### config.mk
export PLATFORM = sky130hd
export DESIGN_NAME = ring_flit_injector
export DESIGN_NICKNAME = d
export VERILOG_FILES = /design/src/rtl/ring_flit_injector_pkg.sv /design/src/rtl/ring_flit_injector_fifo.sv /design/src/rtl/ring_flit_injector.sv
export SDC_FILE = /design/constraint.sdc
export NUM_CORES = 2
export LEC_CHECK = 0
export BUFFER_PORTS_ARGS = -buffer_cell sky130_fd_sc_hd__buf_4
export CORE_MARGIN = 2
export CORE_UTILIZATION = 54
export CTS_BUF_LIST = sky130_fd_sc_hd__clkbuf_16
export CTS_CLUSTER_DIAMETER = 50
export DETAILED_ROUTE_END_ITERATION = 16
export PLACE_DENSITY_LB_ADDON = 0.25
export SETUP_SLACK_MARGIN = 0.5
export SYNTH_ARGS = -nofsm -noshare
export SYNTH_HDL_FRONTEND = slang
export SYNTH_HIERARCHICAL = 1
export SYNTH_SLANG_ARGS = --single-unit
### constraint.sdc
create_clock -name clk -period 15.65 [get_ports clk]
set_input_delay 3.13 -clock clk [delete_from_list [all_inputs] [get_ports clk]]
set_output_delay 3.13 -clock clk [all_outputs]
set_load 0.02 [all_outputs]
### src/rtl/ring_flit_injector_pkg.sv
// Shared types and constants for the ring transmit path.
package ring_flit_injector_pkg;

  localparam int unsigned FLIT_W    = 64;
  localparam int unsigned NUM_FLITS = 9;
  localparam int unsigned PKT_W     = FLIT_W * NUM_FLITS;
  localparam int unsigned DEST_HI   = 55;
  localparam int unsigned DEST_LO   = 48;
  localparam int unsigned CNT_W     = $clog2(NUM_FLITS);

  typedef logic [PKT_W-1:0]  pkt_t;
  typedef logic [FLIT_W-1:0] flit_t;

  typedef enum logic [1:0] {
    IDLE,
    PASS,
    INJECT
  } tx_state_t;

  // Destination node address carried in flit 0.
  function automatic logic [7:0] pkt_dest(input pkt_t p);
    return p[DEST_HI:DEST_LO];
  endfunction

  // Flit select; indices past the last flit return zero.
  function automatic flit_t pkt_flit(input pkt_t p, input logic [CNT_W-1:0] idx);
    flit_t f;
    f = '0;
    for (int unsigned k = 0; k < NUM_FLITS; k++) begin
      if (idx == CNT_W'(k)) f = p[k*FLIT_W +: FLIT_W];
    end
    return f;
  endfunction

endpackage

### src/rtl/ring_flit_injector_fifo.sv
// Show-ahead packet queue between the core and the ring serializer.
module ring_pkt_fifo
  import ring_flit_injector_pkg::*;
#(
  parameter int unsigned QDEPTH = 4
) (
  input  logic                    clk,
  input  logic                    rst_l,
  input  logic                    push_i,
  input  logic                    pop_i,
  input  pkt_t                    wdata_i,
  output pkt_t                    head_o,
  output logic [$clog2(QDEPTH):0] count_o,
  output logic                    full_o,
  output logic                    empty_o
);

  localparam int unsigned AW = $clog2(QDEPTH);
  localparam logic [AW:0] FULL_CNT = QDEPTH[AW:0];

  pkt_t          mem_q [QDEPTH];
  logic [AW-1:0] wr_ptr_q, rd_ptr_q;
  logic [AW:0]   count_q, count_d;
  logic          do_push, do_pop;

  assign full_o  = (count_q == FULL_CNT);
  assign empty_o = (count_q == '0);
  assign count_o = count_q;
  assign head_o  = mem_q[rd_ptr_q];

  // Gate requests by occupancy and compute the next fill level.
  always_comb begin
    do_push = push_i && !full_o;
    do_pop  = pop_i && !empty_o;
    count_d = count_q;
    if (do_push && !do_pop)      count_d = count_q + 1'b1;
    else if (!do_push && do_pop) count_d = count_q - 1'b1;
  end

  // Pointers and count; power-of-2 depth lets the pointers wrap naturally.
  always_ff @(posedge clk or negedge rst_l) begin
    if (!rst_l) begin
      wr_ptr_q <= '0;
      rd_ptr_q <= '0;
      count_q  <= '0;
    end else begin
      if (do_push) wr_ptr_q <= wr_ptr_q + 1'b1;
      if (do_pop)  rd_ptr_q <= rd_ptr_q + 1'b1;
      count_q <= count_d;
    end
  end

  // Packet storage, no reset needed since count gates visibility.
  always_ff @(posedge clk) begin
    if (do_push) mem_q[wr_ptr_q] <= wdata_i;
  end

endmodule

### src/rtl/ring_flit_injector.sv
// Node transmit side: queues core packets, serializes them into flits and
// merges them with upstream through-traffic under a wormhole lock.
module ring_flit_injector
  import ring_flit_injector_pkg::*;
#(
  parameter int unsigned QDEPTH     = 4,
  parameter logic [7:0]  NODE_ID    = 8'd0,
  parameter int unsigned STARVE_MAX = 4
) (
  input  logic                    clk,
  input  logic                    rst_l,
  input  pkt_t                    pkt_in,
  input  logic                    pkt_valid,
  output logic                    pkt_ready,
  input  logic [FLIT_W-1:0]       up_flit,
  input  logic                    up_valid,
  input  logic                    up_head,
  output logic                    up_ready,
  output logic [FLIT_W-1:0]       out_flit,
  output logic                    out_valid,
  output logic                    out_head,
  output logic                    out_tail,
  input  logic                    out_ready,
  output logic [$clog2(QDEPTH):0] q_count,
  output logic                    err_self
);

  localparam int unsigned SW = $clog2(STARVE_MAX + 1);

  tx_state_t        state_q;
  logic [CNT_W-1:0] flit_cnt_q;
  logic [SW-1:0]    starve_q;
  logic             err_q;

  pkt_t q_head;
  logic q_full, q_empty;
  logic pkt_accept, pkt_self, q_push, q_pop;
  logic xfer, is_tail, starve_hit;

  assign pkt_ready  = !q_full;
  assign pkt_accept = pkt_valid && pkt_ready;
  assign pkt_self   = (pkt_dest(pkt_in) == NODE_ID);
  assign q_push     = pkt_accept && !pkt_self;
  assign xfer       = out_valid && out_ready;
  assign is_tail    = (flit_cnt_q == CNT_W'(NUM_FLITS - 1));
  assign q_pop      = (state_q == INJECT) && xfer && is_tail;
  assign starve_hit = (starve_q == SW'(STARVE_MAX));
  assign err_self   = err_q;

  ring_pkt_fifo #(.QDEPTH(QDEPTH)) u_fifo (
    .clk     (clk),
    .rst_l   (rst_l),
    .push_i  (q_push),
    .pop_i   (q_pop),
    .wdata_i (pkt_in),
    .head_o  (q_head),
    .count_o (q_count),
    .full_o  (q_full),
    .empty_o (q_empty)
  );

  // Link mux: through-traffic, local flits, or nothing while deciding.
  always_comb begin
    out_flit  = '0;
    out_valid = 1'b0;
    out_head  = 1'b0;
    out_tail  = 1'b0;
    up_ready  = 1'b0;
    unique case (state_q)
      PASS: begin
        out_flit  = up_flit;
        out_valid = up_valid;
        up_ready  = out_ready;
        out_head  = (flit_cnt_q == '0);
        out_tail  = is_tail;
      end
      INJECT: begin
        out_flit  = pkt_flit(q_head, flit_cnt_q);
        out_valid = 1'b1;
        out_head  = (flit_cnt_q == '0);
        out_tail  = is_tail;
      end
      default: ;
    endcase
  end

  // Arbitration FSM, flit counter and starvation counter.
  always_ff @(posedge clk or negedge rst_l) begin
    if (!rst_l) begin
      state_q    <= IDLE;
      flit_cnt_q <= '0;
      starve_q   <= '0;
    end else begin
      unique case (state_q)
        IDLE: begin
          if (up_valid && up_head && !(!q_empty && starve_hit)) state_q <= PASS;
          else if (!q_empty)                                   state_q <= INJECT;
        end
        PASS, INJECT: begin
          if (xfer) begin
            if (is_tail) begin
              flit_cnt_q <= '0;
              state_q    <= IDLE;
            end else begin
              flit_cnt_q <= flit_cnt_q + CNT_W'(1);
            end
          end
        end
        default: state_q <= IDLE;
      endcase

      if (q_empty) begin
        starve_q <= '0;
      end else if (xfer && is_tail) begin
        if (state_q == INJECT)                     starve_q <= '0;
        else if (state_q == PASS && !starve_hit)   starve_q <= starve_q + SW'(1);
      end
    end
  end

  // Self-addressed packets are swallowed and flagged one cycle later.
  always_ff @(posedge clk or negedge rst_l) begin
    if (!rst_l) err_q <= 1'b0;
    else        err_q <= pkt_accept && pkt_self;
  end

  // Wormhole order: a head flit must not show up inside a worm being passed.
  assert property (@(posedge clk) disable iff (!rst_l)
    !(state_q == PASS && up_valid && up_head && flit_cnt_q != '0));

endmodule

=== Word-level counts from Yosys, hierarchy flattened ===
Memories as Yosys holds them, arrays and structs flattened.
Index checks and enable logic that the tools add are counted.

* Flip-flop bits (word level): 17
* Bits in latches: 0
* Bits in writable memories: 2304
* Bits in read-only memories: 0
* Input bits: 646
* Output and inout port bits: 73
* Logic and storage cells: 90
* Memories: 1

{| class="wikitable"
|+ Memory list
! name !! words !! width !! read ports !! clocked after Yosys merged registers in !! write ports !! line !! RTL
|-
| u_fifo.mem_q || 4 || 576 || 1 || 0 || 1 || ring_flit_injector_fifo.sv:21 || <nowiki>pkt_t mem_q [QDEPTH];</nowiki>
|}

* Add/sub/neg operators: 6
* Multipliers: 0
* Divide/modulo/power cells: 0
* $lt $le $gt $ge: 0
* Eq/ne operators: 15
* Shifts and indexed selects: 0
* Mux-type cells: 28
* Bitwise logic cells: 0
* Reductions and logical operators: 33

{| class="wikitable"
|+ Operators with widths
! operator !! number
|-
| $mux W64 || 9
|-
| $pmux W64 S2 || 1
|-
| $mux W3 || 6
|-
| $eq A4 B3 Y1 const B || 4
|-
| $logic_and A1 B1 Y1 || 15
|-
| $eq A4 B2 Y1 const B || 2
|-
| $logic_not A8 Y1 || 1
|-
| $mux W2 || 4
|-
| $logic_not A1 Y1 || 7
|-
| $add A3 B1 Y3 const B || 2
|-
| $eq A3 B3 Y1 const B || 2
|-
| $mux W1 || 5
|-
| $add A2 B1 Y2 const B || 2
|-
| $add A4 B1 Y4 const B || 1
|-
| $eq A4 B1 Y1 const B || 1
|-
| $eq A4 B4 Y1 const B || 1
|-
| $logic_not A4 Y1 || 1
|-
| $mux W4 || 1
|-
| $ne A2 B1 Y1 const B || 2
|-
| $pmux W2 S2 || 1
|-
| $reduce_and A2 Y1 || 2
|-
| $reduce_bool A2 Y1 || 2
|-
| $logic_not A3 Y1 || 1
|-
| $ne A3 B3 Y1 const B || 1
|-
| other kinds (8) || 8
|}

=== Longest topological paths before layout ===
* Depth after elaboration: 11
* Mapped depth: 13
* Mapped depth without buffers: 11

=== Hierarchy ===
Netlist, hierarchy kept.

{| class="wikitable"
|+ Modules (own cells, without submodules)
! module !! instances !! cells an instance !! area an instance (sq um) !! seq. area each (sq um)
|-
| ring_pkt_fifo || 1 || 3043 || 83508.8 || 69361.5
|-
| ring_flit_injector || 1 || 1386 || 8156.6 || 250.2
|}

=== Worst setup path before layout ===
OpenSTA, ideal clock, no wires.

* Kind: input to register
* From: in pkt_in[48]
* To: mem u_fifo/mem_q[0][0] in the netlist's numbering (enable)
* Setup time: 1.017 ns
* Data arrival time: 16.677 ns
* Required time: 14.633 ns
* Path slack: -2.044 ns
* Cell stages on the path: 5
* Path buffers: 1
* Cells stage by stage: nor4_1 > a21oi_1 > nor2b_1 > clkbuf_1 > and2_1

* Word-level cells in the longest chain between the ends: 6

{| class="wikitable"
|+ RTL lines
! element !! line !! RTL
|-
| from (decl) || ring_flit_injector.sv:12 || <nowiki>input pkt_t pkt_in,</nowiki>
|-
| $logic_not A8 Y1 || ring_flit_injector.sv:42 || <nowiki>assign pkt_self = (pkt_dest(pkt_in) == NODE_ID);</nowiki>
|-
| $logic_not A1 Y1 || ring_flit_injector.sv:43 || <nowiki>assign q_push = pkt_accept && !pkt_self;</nowiki>
|-
| $logic_and A1 B1 Y1 || ring_flit_injector.sv:43 ||
|-
| via q_push || ring_flit_injector.sv:37 || <nowiki>logic pkt_accept, pkt_self, q_push, q_pop;</nowiki>
|-
| $logic_and A1 B1 Y1 || ring_flit_injector_fifo.sv:33 || <nowiki>do_push = push_i && !full_o;</nowiki>
|-
| via u_fifo.do_push || ring_flit_injector_fifo.sv:24 || <nowiki>logic do_push, do_pop;</nowiki>
|-
| $mux W1 || ring_flit_injector_fifo.sv:55 || <nowiki>if (do_push) mem_q[wr_ptr_q] <= wdata_i;</nowiki>
|-
| $mux W1 (not written as such) || ring_flit_injector_fifo.sv:55 ||
|-
| to (decl) || ring_flit_injector_fifo.sv:21 ||
|}

The timed path passes the listed nets, and every way through them passes these cells.

=== Worst setup path after layout ===
* From: reg u_fifo.rd_ptr_q[0]
* To: out out_flit[55]

* Word-level cells in the longest chain between the ends: 11

{| class="wikitable"
|+ RTL lines
! element !! line !! RTL
|-
| from (decl) || ring_flit_injector_fifo.sv:22 || <nowiki>logic [AW-1:0] wr_ptr_q, rd_ptr_q;</nowiki>
|-
| from (signal assigned) || ring_flit_injector_fifo.sv:48 || <nowiki>if (do_pop) rd_ptr_q <= rd_ptr_q + 1'b1;</nowiki>
|-
| $mem_v2 Z4 W576 || - ||
|-
| via q_head[55] || ring_flit_injector.sv:35 || <nowiki>pkt_t q_head;</nowiki>
|-
| $mux W64 (9 in a row) || ring_flit_injector_pkg.sv:30 || <nowiki>if (idx == CNT_W'(k)) f = p[k*FLIT_W +: FLIT_W];</nowiki>
|-
| $pmux W64 S2 || ring_flit_injector.sv:69 || <nowiki>unique case (state_q)</nowiki>
|-
| to (decl) || ring_flit_injector.sv:19 || <nowiki>output logic [FLIT_W-1:0] out_flit,</nowiki>
|}

The timed path passes the listed nets, and every way through them passes these cells.

==> results.cfg <==
[floorplan]
num_io_pins = 719
fp-row-count = 151
die_w_um = 416.0
die_h_um = 416.0
placeableCoreArea_um2 = 169100
die_area_um2 = 173100
initial_core_util_pct = 54.21

[routing]
vias_per_cell = 6.293
drc_errors = 0
num_vias = 48470
routed_wl_um = 246000
dr.pass1.iters = 6
wire_per_inst_um = 31.94
first_iter_violations = 5521
ant_nets = 0

[worst_setup_path]
cp_common_cell = buf_4
worst-r2r-setup-slack_ns = 10.31
arrival_ns = 5.85
crit_path_max_fanout = 99
cp_slowest_cell = o32ai_1
critPathKind = reg -> out
cp_slowest_stage_delay_ns = 1.03
timing.rr.end = u_fifo/mem_q[2][33]
critPathCaptureType = output pin
rr_worst_depth = 9
start_kind = flip-flop
r2r_start = u_fifo/count_o[2]
path_cells = buf_12 > buf_4 > mux4_2 > nand3b_1 > a221oi_1 > o32ai_1 > a21boi_1 > buf_4
critPathRequiredTime_ns = 12.52

[synthesis]
ys_ff_latch = 2321
netlist_top_cells_count = 2304 x edfxtp_1, 576 x mux4_2, 200 x inv_1
synth_area_leaders = edfxtp_1 75%, mux4_2 14%, a221oi_1 1.2%
ys.flop_type = edfxtp_1
synthArstFlopShare_pct = 0.7324
synth.cell_area_um2 = 91670
synth_edf_count = 2304
ys_warn_count = 6
synth_cells = 4429
synth.distinct_cells = 54
syn_avg_cell_area_um2 = 20.70
synth_top_area_cell = edfxtp_1
yosysTopAreaCellShare_pct = 75.48
yosysMostFrequentCell = edfxtp_1
synth_seq_area_share_pct = 75.94
synth_nets = 5090

[timing]
timing.final.crit_share_pct = 57.37
slew_headroom_pct = 8.349
slew_viol_final = 0
clock_skew_ns = 0.03785
tightest_slew_ns = 1.375
finalHoldViolCount = 0
holdWs_ns = 0.5382
rsz0062_at_grt = false
fmax_mhz = 111.4
setup_viol = 0
min_period_ns = 8.979

[placed_design]
placed_area_um2 = 99360
portBuffers = 718
hpwl_um = 153500
gp_routability_congestion = 0.8338
dp_cells = 7187

[grt]
grt_pass1_vias = 47550
grt_antenna_before_repair = 130
grt_max_degree = 150
grt_usage_pct = 28.12
grt_pass1_wl_um = 345700
grt_remaining_overflow = 0

[hold_path]
hp-start = u_fifo/count_o[2]
hold_path.class = reg -> reg
hold_depth = 1
whs_endpoint = u_fifo/count_o[2]

[cts]
insertion_delay_ns = 0.87
post_cts_resized = 0
cts_buffer_depth = 3
cts.root.buffer_cell = clkbuf_16
cts_setup_buffers = 0
cts_tree = done
ctsHoldBuffers = 0
cts_buffers = 233
htreeDepth = 4
clkTransAtPathRegs_ns = 0.06
cts.sinks = 2321

[cells_and_area]
area_delta_synth_final_pct = 16.74
drive_gt1_share_pct = 32.88
fill_cells = 11470
final_cells = 7702
design_area_um2 = 107000
nets = 5865

[power_and_ir_drop]
powerDensity_nw_per_um2 = 191.7
power_mw = 20.51
p_leak_nw = 35.84
ir_drop_v = 0.0001327

[job]
cap_viol_max_count = 0

[outcome]
status = finished, final reports clean
-- sequential cells by signal, indices dropped and copies added (netlist names) --
name,flops
starve_q,3
state_q,2
u_fifo/rd_ptr_q,2
flit_cnt_q,4
err_self,1
u_fifo/wr_ptr_q,2
u_fifo/mem_q,2304
u_fifo/count_o,3
-- routing by layer --
| metal | part of all wire (%) | wire length, um | up-vias | GRT usage (%) |
|---|---|---|---|---|
| li1 | - | - | 20040 | - |
| met1 | 39 | 96210 | 25400 | 39.63 |
| met2 | 47 | 115200 | 2535 | 41.39 |
| met3 | 9.7 | 23940 | 445 | 7.192 |
| met4 | 4.2 | 10340 | 50 | 13.89 |
| met5 | 0.13 | 322 | - | 0 |
-- where the power goes --
part / total, mW / switching, mW / internal [mW]
Clock: 5.39 / 2.35 / 3.04
Combinational: 6.58 / 4.07 / 2.51
Sequential: 8.55 / 0.308 / 8.24
-- cells by family (layout without fill, tap and decap cells) --
group                    count (synthesis)  count (layout)  synth area share, %
AO/OA/AOI/OAI                          654             654                4.936
buffers and inverters                  488            1460                2.558
XOR/XNOR                                 6               6              0.05733
flip-flops                            2321            2321                75.94
multiplexers                           578             578                14.18
AND/OR/NAND/NOR                        367             367                2.118
adder cells (fa/ha/maj)                 15              15               0.2129
other                                    0              83                    0
-- stage by stage --
stage	worst slack [ns]	util (%)	TNS, ns
2_1_floorplan	-2.044	-	-1177.22
3_3_place_gp	7.368	58.76	0
3_5_place_dp	7.388	58.76	0
4_1_cts	6.410	63.16	0
5_1_grt	6.151	63.27	0
6_report	6.671	63.28	0
-- how the worst max path moves through the flow --
| stage | from | to | cells after the start |
|---|---|---|---|
| 2_1_floorplan | pkt_in[48] | u_fifo/mem_q[1][0] | 5 |
| 3_5_place_dp | u_fifo/rd_ptr_q[0] | out_flit[59] | 9 |
| 6_report | u_fifo/rd_ptr_q[0] | out_flit[55] | 8 |
| 3_3_place_gp | u_fifo/rd_ptr_q[0] | out_flit[53] | 8 |
| 5_1_grt | u_fifo/rd_ptr_q[0] | out_flit[53] | 8 |
| 4_1_cts | u_fifo/rd_ptr_q[0] | out_flit[59] | 9 |
-- area by class of cell --
cell class | count | area [um^2] | share of cell area (%)
Inverter | 201 | 754.5 | 0.7051
Clock buffer | 235 | 5881 | 5.495
Multi-Input combinational cell | 1620 | 19860 | 18.56
Tap cell | 2218 | 2775 | 2.593
Antenna cell | 83 | 207.7 | 0.1941
Sequential cell | 2321 | 69620 | 65.06
Timing Repair Buffer | 827 | 6346 | 5.930
Clock inverter | 197 | 1564 | 1.462
-- cells in the final DEF (no fill, tap or decap), drive strengths merged, types with 104 or more instances in the layout --
master / netlist / final
a21boi: 125 / 125
a221oi: 129 / 129
inv: 201 / 262
clkbuf: 136 / 235
nand3b: 127 / 127
edfxtp: 2304 / 2304
mux4: 576 / 576
nand2: 197 / 197
a21oi: 192 / 192
buf: 151 / 827
clkinv: 0 / 104
-- worst max-delay path: cells and delay by family, from the launching register on --
kind	cells	cell delay [ns]
DFF	1	0.91
and+or+nand+nor	1	0.10
AOI/OAI and AO/OA	3	1.48
buffers and inverters	3	1.69
muxes	1	0.59
No activity file was read; power rests on OpenSTA's default activity.
